## src/rtl/cdr_ctrl_pkg.sv

```systemverilog
// Shared types and defaults for the CDR acquisition/lock sequencer.
//   cdr_state_e : FSM state encoding, also exported on o_state
//   DEF_*       : default values for the sequencer parameters
//   cnt_w()     : counter width needed to hold values up to n
package cdr_ctrl_pkg;

  typedef enum logic [2:0] {
    ST_IDLE    = 3'd0,
    ST_RST_CDR = 3'd1,
    ST_ACQUIRE = 3'd2,
    ST_LOCKED  = 3'd3,
    ST_FAIL    = 3'd4
  } cdr_state_e;

  localparam int unsigned DEF_LOCK_EDGES  = 20;
  localparam int unsigned DEF_RST_CYCLES  = 8;
  localparam int unsigned DEF_ACQ_TIMEOUT = 1024;
  localparam int unsigned DEF_MAX_RUN     = 64;
  localparam int unsigned DEF_MAX_RETRY   = 3;

  // One spare bit above $clog2 so the terminal value always fits.
  function automatic int unsigned cnt_w(input int unsigned n);
    return $clog2(n) + 1;
  endfunction

endpackage

```

## src/rtl/cdr_run_timer.sv

```systemverilog
// Edge-free run counter used for starvation detection.
//   i_clk, i_rst : clock, synchronous active-high reset
//   i_clr        : synchronous clear (wins over counting)
//   i_cnt_en     : count edge-free cycles while high
//   i_edge       : data transition pulse, restarts the run
//   o_starve_c   : combinational pulse on the MAX_RUN-th consecutive edge-free cycle
module cdr_run_timer
  import cdr_ctrl_pkg::*;
#(
  parameter int unsigned MAX_RUN = DEF_MAX_RUN
) (
  input  logic i_clk,
  input  logic i_rst,
  input  logic i_clr,
  input  logic i_cnt_en,
  input  logic i_edge,
  output logic o_starve_c
);

  localparam int unsigned          RUN_W    = cnt_w(MAX_RUN);
  localparam logic [RUN_W-1:0]     RUN_LAST = RUN_W'(MAX_RUN - 1);

  logic [RUN_W-1:0] r_run;
  logic             w_starve;

  // Starvation is flagged in the same cycle the FSM must act on it.
  assign w_starve   = i_cnt_en && !i_clr && !i_edge && (r_run == RUN_LAST);
  assign o_starve_c = w_starve;

  // Run length restarts on an edge and after each starvation event.
  always_ff @(posedge i_clk) begin
    if (i_rst || i_clr) begin
      r_run <= '0;
    end else if (i_cnt_en) begin
      if (i_edge || w_starve) begin
        r_run <= '0;
      end else if (r_run != '1) begin
        r_run <= r_run + 1'b1;
      end
    end
  end

endmodule

```

## src/rtl/cdr_lock_ctrl.sv

```systemverilog
// CDR acquisition/lock sequencer: resets the CDR, requests training,
// counts transitions to declare lock, re-acquires on starvation and gives
// up after a bounded number of failed attempts.
//   i_clk, i_rst  : clock, synchronous active-high reset
//   i_enable      : level, start/keep link acquisition
//   i_data_edge   : one-cycle pulse per detected data transition
//   o_cdr_rst     : holds CDR datapath in reset
//   o_train_req   : request training pattern from far end
//   o_lock        : CDR locked
//   o_lock_lost   : one-cycle pulse on loss of lock
//   o_fail        : sticky acquisition failure
//   o_state       : current FSM state encoding
module cdr_lock_ctrl
  import cdr_ctrl_pkg::*;
#(
  parameter int unsigned LOCK_EDGES  = DEF_LOCK_EDGES,
  parameter int unsigned RST_CYCLES  = DEF_RST_CYCLES,
  parameter int unsigned ACQ_TIMEOUT = DEF_ACQ_TIMEOUT,
  parameter int unsigned MAX_RUN     = DEF_MAX_RUN,
  parameter int unsigned MAX_RETRY   = DEF_MAX_RETRY
) (
  input  logic       i_clk,
  input  logic       i_rst,
  input  logic       i_enable,
  input  logic       i_data_edge,
  output logic       o_cdr_rst,
  output logic       o_train_req,
  output logic       o_lock,
  output logic       o_lock_lost,
  output logic       o_fail,
  output logic [2:0] o_state
);

  // One timer serves both the reset hold and the acquisition budget.
  localparam int unsigned TMR_W = cnt_w((ACQ_TIMEOUT > RST_CYCLES) ? ACQ_TIMEOUT : RST_CYCLES);
  localparam int unsigned EDG_W = cnt_w(LOCK_EDGES);
  localparam int unsigned RTY_W = cnt_w(MAX_RETRY);

  localparam logic [TMR_W-1:0] RST_LAST = TMR_W'(RST_CYCLES - 1);
  localparam logic [TMR_W-1:0] ACQ_LAST = TMR_W'(ACQ_TIMEOUT - 1);
  localparam logic [EDG_W-1:0] EDG_LAST = EDG_W'(LOCK_EDGES - 1);
  localparam logic [RTY_W-1:0] RTY_LAST = RTY_W'(MAX_RETRY - 1);

  cdr_state_e       r_state;
  logic [TMR_W-1:0] r_timer;
  logic [EDG_W-1:0] r_edge_cnt;
  logic [RTY_W-1:0] r_retry_cnt;
  logic             r_cdr_rst;
  logic             r_train_req;
  logic             r_lock;
  logic             r_lock_lost;
  logic             r_fail;

  logic w_cnt_en;
  logic w_run_clr;
  logic w_starve;
  logic w_lock_hit;
  logic w_timeout;

  // Run counter only tracks edges while the CDR is out of reset.
  assign w_cnt_en  = (r_state == ST_ACQUIRE) || (r_state == ST_LOCKED);
  assign w_run_clr = !i_enable || !w_cnt_en;

  // The lock-completing edge takes precedence over a coincident timeout.
  assign w_lock_hit = (r_state == ST_ACQUIRE) && i_data_edge && (r_edge_cnt == EDG_LAST);
  assign w_timeout  = (r_state == ST_ACQUIRE) && (r_timer == ACQ_LAST);

  cdr_run_timer #(
    .MAX_RUN (MAX_RUN)
  ) u_run_timer (
    .i_clk      (i_clk),
    .i_rst      (i_rst),
    .i_clr      (w_run_clr),
    .i_cnt_en   (w_cnt_en),
    .i_edge     (i_data_edge),
    .o_starve_c (w_starve)
  );

  // Sequencer: state, counters and registered outputs.
  always_ff @(posedge i_clk) begin
    if (i_rst) begin
      r_state     <= ST_IDLE;
      r_timer     <= '0;
      r_edge_cnt  <= '0;
      r_retry_cnt <= '0;
      r_cdr_rst   <= 1'b1;
      r_train_req <= 1'b0;
      r_lock      <= 1'b0;
      r_lock_lost <= 1'b0;
      r_fail      <= 1'b0;
    end else begin
      r_lock_lost <= 1'b0;
      if (!i_enable) begin
        // Disable is a quiet abort: no lock_lost pulse.
        r_state     <= ST_IDLE;
        r_timer     <= '0;
        r_edge_cnt  <= '0;
        r_retry_cnt <= '0;
        r_cdr_rst   <= 1'b1;
        r_train_req <= 1'b0;
        r_lock      <= 1'b0;
        r_fail      <= 1'b0;
      end else begin
        unique case (r_state)
          ST_IDLE: begin
            r_state     <= ST_RST_CDR;
            r_timer     <= '0;
            r_retry_cnt <= '0;
            r_cdr_rst   <= 1'b1;
            r_train_req <= 1'b1;
          end

          ST_RST_CDR: begin
            if (r_timer == RST_LAST) begin
              r_state     <= ST_ACQUIRE;
              r_timer     <= '0;
              r_edge_cnt  <= '0;
              r_cdr_rst   <= 1'b0;
              r_train_req <= 1'b1;
            end else begin
              r_timer <= r_timer + 1'b1;
            end
          end

          ST_ACQUIRE: begin
            if (w_lock_hit) begin
              r_state     <= ST_LOCKED;
              r_timer     <= '0;
              r_edge_cnt  <= '0;
              r_retry_cnt <= '0;
              r_lock      <= 1'b1;
              r_train_req <= 1'b0;
              r_cdr_rst   <= 1'b0;
            end else if (w_timeout) begin
              r_timer    <= '0;
              r_edge_cnt <= '0;
              if (r_retry_cnt == RTY_LAST) begin
                r_state     <= ST_FAIL;
                r_fail      <= 1'b1;
                r_cdr_rst   <= 1'b1;
                r_train_req <= 1'b0;
              end else begin
                r_state     <= ST_RST_CDR;
                r_retry_cnt <= r_retry_cnt + 1'b1;
                r_cdr_rst   <= 1'b1;
                r_train_req <= 1'b1;
              end
            end else begin
              if (r_timer != '1) begin
                r_timer <= r_timer + 1'b1;
              end
              // A starvation gap discards partial progress but not the attempt.
              if (i_data_edge) begin
                if (r_edge_cnt != '1) begin
                  r_edge_cnt <= r_edge_cnt + 1'b1;
                end
              end else if (w_starve) begin
                r_edge_cnt <= '0;
              end
            end
          end

          ST_LOCKED: begin
            if (w_starve) begin
              r_state     <= ST_RST_CDR;
              r_timer     <= '0;
              r_lock      <= 1'b0;
              r_lock_lost <= 1'b1;
              r_cdr_rst   <= 1'b1;
              r_train_req <= 1'b1;
            end
          end

          ST_FAIL: begin
          end

          default: begin
            r_state     <= ST_IDLE;
            r_timer     <= '0;
            r_edge_cnt  <= '0;
            r_retry_cnt <= '0;
            r_cdr_rst   <= 1'b1;
            r_train_req <= 1'b0;
            r_lock      <= 1'b0;
            r_fail      <= 1'b0;
          end
        endcase
      end
    end
  end

  assign o_cdr_rst   = r_cdr_rst;
  assign o_train_req = r_train_req;
  assign o_lock      = r_lock;
  assign o_lock_lost = r_lock_lost;
  assign o_fail      = r_fail;
  assign o_state     = r_state;

endmodule

```

## config.mk

```make
export PLATFORM = sky130hd
export DESIGN_NAME = cdr_lock_ctrl
export DESIGN_NICKNAME = d
export VERILOG_FILES = /design/src/rtl/cdr_ctrl_pkg.sv /design/src/rtl/cdr_run_timer.sv /design/src/rtl/cdr_lock_ctrl.sv
export SDC_FILE = /design/constraint.sdc
export NUM_CORES = 1
export LEC_CHECK = 0
export ABC_AREA = 1
export CAP_MARGIN = 40
export CORE_ASPECT_RATIO = 1.75
export CORE_UTILIZATION = 45
export CTS_BUF_LIST = sky130_fd_sc_hd__clkbuf_4 sky130_fd_sc_hd__clkbuf_8
export DETAILED_ROUTE_END_ITERATION = 16
export PLACE_DENSITY = 0.67
export REMOVE_ABC_BUFFERS = 1
export SYNTH_ARGS = -nofsm -noshare
export SYNTH_HDL_FRONTEND = slang
export SYNTH_SLANG_ARGS = --single-unit
```

## constraint.sdc

```tcl
create_clock -name i_clk -period 1.9 [get_ports i_clk]
set_input_delay 0.19 -clock i_clk [delete_from_list [all_inputs] [get_ports i_clk]]
set_output_delay 0.19 -clock i_clk [all_outputs]
set_load 0.01 [all_outputs]
```

==> metrics <==
Setup Buffers After CTS 0; CTS Sinks 35; most frequent CP cell nand2_4; largest net degree at the start of global routing 12; CTS tree done; DR vias/cell 5.23; hold_ws 0.464 ns; first-pass GRT wire length between 9 and 10 mm; Final HPWL DP between 4 and 5 mm; final std cell area, no fill 0.00262 mm²; clock slew at reported path FFs 0.07 ns; P&R area growth vs syn 18.1%; Post-Layout Cell Count 412; Tcrit/Tclk final 93.7%; Cell Pwr Density ~630 mW/mm²; maximum vdd drop 534 µV; DRC Markers 0; PostCTS Resize Cnt 0; Avg Inst Size Synth 6.77 µm²; synth warn 0; commonest non-fill, non-tap cells in the layout 67 x nand2_1, 44 x nor2_1, 37 x inv_1; min-delay worst type reg2reg; Post-synth EDFFs 0; Yosys cell types 38; RSZ-0062 raised after global routing no; initial antenna violation count 0; Post-synth top flop dfxtp_1; Root Buffer clkbuf_8; clock network power share 40.2%; Layout Utilization 55.7%; maximum clock path buffer count 2; Initial DRC Count 34; Detailed Routing Iterations Pass 1 4; Hold Fails Final Rpt 0; global route overflow 0; Core ar. 0.00471 mm²; fill count 496; final WL 5.32 mm; most common cell after layout, fill and taps aside nand2_1; worst setup margin 0.120 ns; Initial Util 47.2%; nets 369; chip width roughly 55 µm; site row count 33; antenna-violating nets left 0; routability cong. between 0.8 and 0.9; Flop pwr share between 40 and 50%; GRT Util Overall 23.8%; maxcap violations 0; outcome complete, no violations; worst slack, placed -0.0156 ns; die area 0.00523 mm²; post-synthesis sequential area ratio 31.5%; fmax 562 MHz; Tmin final 1.78 ns; FF+latch count, synth 35; skew final between 0.0015 and 0.002 ns; Crit Path Max Fanout 6; Setup crit end kind register; P_sw 0.416 mW; Die H between 90 and 100 µm; vias in the first global route roughly 2,200; Logic pwr share 13.6%; Mapped Area 0.00222 mm²; Placement Cell Area 0.00250 mm²; hold buffers post-CTS 0; CTS H-tree lvls 2; clk_lat worst skew roughly 0.29 ns; Worst Path Required around 2.1 ns; Worst Max-Slew Pin Slew roughly 0.37 ns; Startpoint Class register; PnR Total Power 1.65 mW; final setup vio count 0; Worst path max stage delay 0.40 ns; setup tns final 0 ns; DR vias approximately 2,200; Setup CP Type reg2reg; Async S/R FF share, synth 0%; internal cell power 1.23 mW; crit-path cells ha_2 > nand2_1 > inv_1 > nand3_1 > nand2_4 > clkinv_2 > nand2_4 > nand2_4 > nor2_4 > nor2_1 > inv_2 > nor2_1; layout cells sized above 1 18.9%; slowest CP cell dfxtp_1; P_leak 1.13 nW; crit path DAT 1.97 ns; Antenna Cells 0; Num CTS Buffers 5; wire length per cell 12.9 µm; Slew Viols, Final 0; IO Port Bufs 11; DP Cell Count 405; Mapped Cells approximately 330; Max-slew headroom 75.2%; FF-to-FF setup slack 0.12 ns; Sw Share 25.2%; Top Ports 12
## state kept, by name (all words and copies together), names as in the netlist
name	flops
o_lock_lost	1
r_edge_cnt	6
o_fail	1
r_retry_cnt	3
u_run_timer.r_run	7
o_state	3
o_train_req	1
r_timer	11
o_lock	1
o_cdr_rst	1
## routing by layer
metal / track usage, % / routed length, µm
met1: 21.0 / 2040
met2: 46.6 / 2970
met3: 4.35 / 139
met4: 11.9 / 174
met5: 0 / 0
## area by class of cell
cell class                 count  area (µm²)  area share (%)
tap                           52        65.1            2.48
timing repair buffer          29         245            9.35
multi-input combinational    245        1340            50.9
clock buffer                   6        76.3            2.91
inverter                      44         169            6.44
sequential                    35         702            26.8
clock inverter                 1        30.0            1.14
## worst paths after layout
path / startpoint / to / cells past startpoint
max: r_edge_cnt[0] / r_timer[1] / 12
min: o_lock / o_lock / 2
max reg2reg: r_edge_cnt[0] / r_timer[1] / 12
min reg2reg: o_lock / o_lock / 2
## synth_stat cells, drive strengths merged (2+ instances only)
| cell type | count | area [µm²] |
|---|---|---|
| buf | 3 | 27.5 |
| o21ai | 10 | 53.8 |
| nor3 | 8 | 40.0 |
| a21oi | 22 | 110 |
| clkinv | 2 | 8.75 |
| and2 | 2 | 12.5 |
| ha | 5 | 62.6 |
| nand2 | 78 | 345 |
| nor2 | 55 | 269 |
| inv | 42 | 160 |
| nand3 | 43 | 265 |
| dfxtp | 35 | 701 |
| xor2 | 2 | 17.5 |
| nand3b | 2 | 15.0 |
| nand4 | 9 | 56.3 |
## kinds of logic after synthesis
family                   Yosys count  synth area share [%]
AO/OA/AOI/OAI                     37                  9.30
XOR/XNOR                           3                  1.18
adder cells (fa/ha/maj)            5                  2.82
buffers and inverters             48                  9.01
flip-flops                        35                  31.5
AND/OR/NAND/NOR                  200                  46.1
## power by group through the flow
stage,combinational (mW),clock (mW),sequential [mW]
after floorplan,0.137,0,0.778
after global placement,0.217,0,0.776
after detailed placement,0.221,0,0.777
after CTS,0.222,0.680,0.759
after global routing,0.249,0.702,0.761
final,0.224,0.663,0.760
## critical path, delay by kind of cell, from the launching register on
family	cells	cell delay (ns)
buf+inv	3	0.25
flops	1	0.40
fa+ha+maj	1	0.24
simple gates	8	0.78
(Power assumes the default switching activity.)
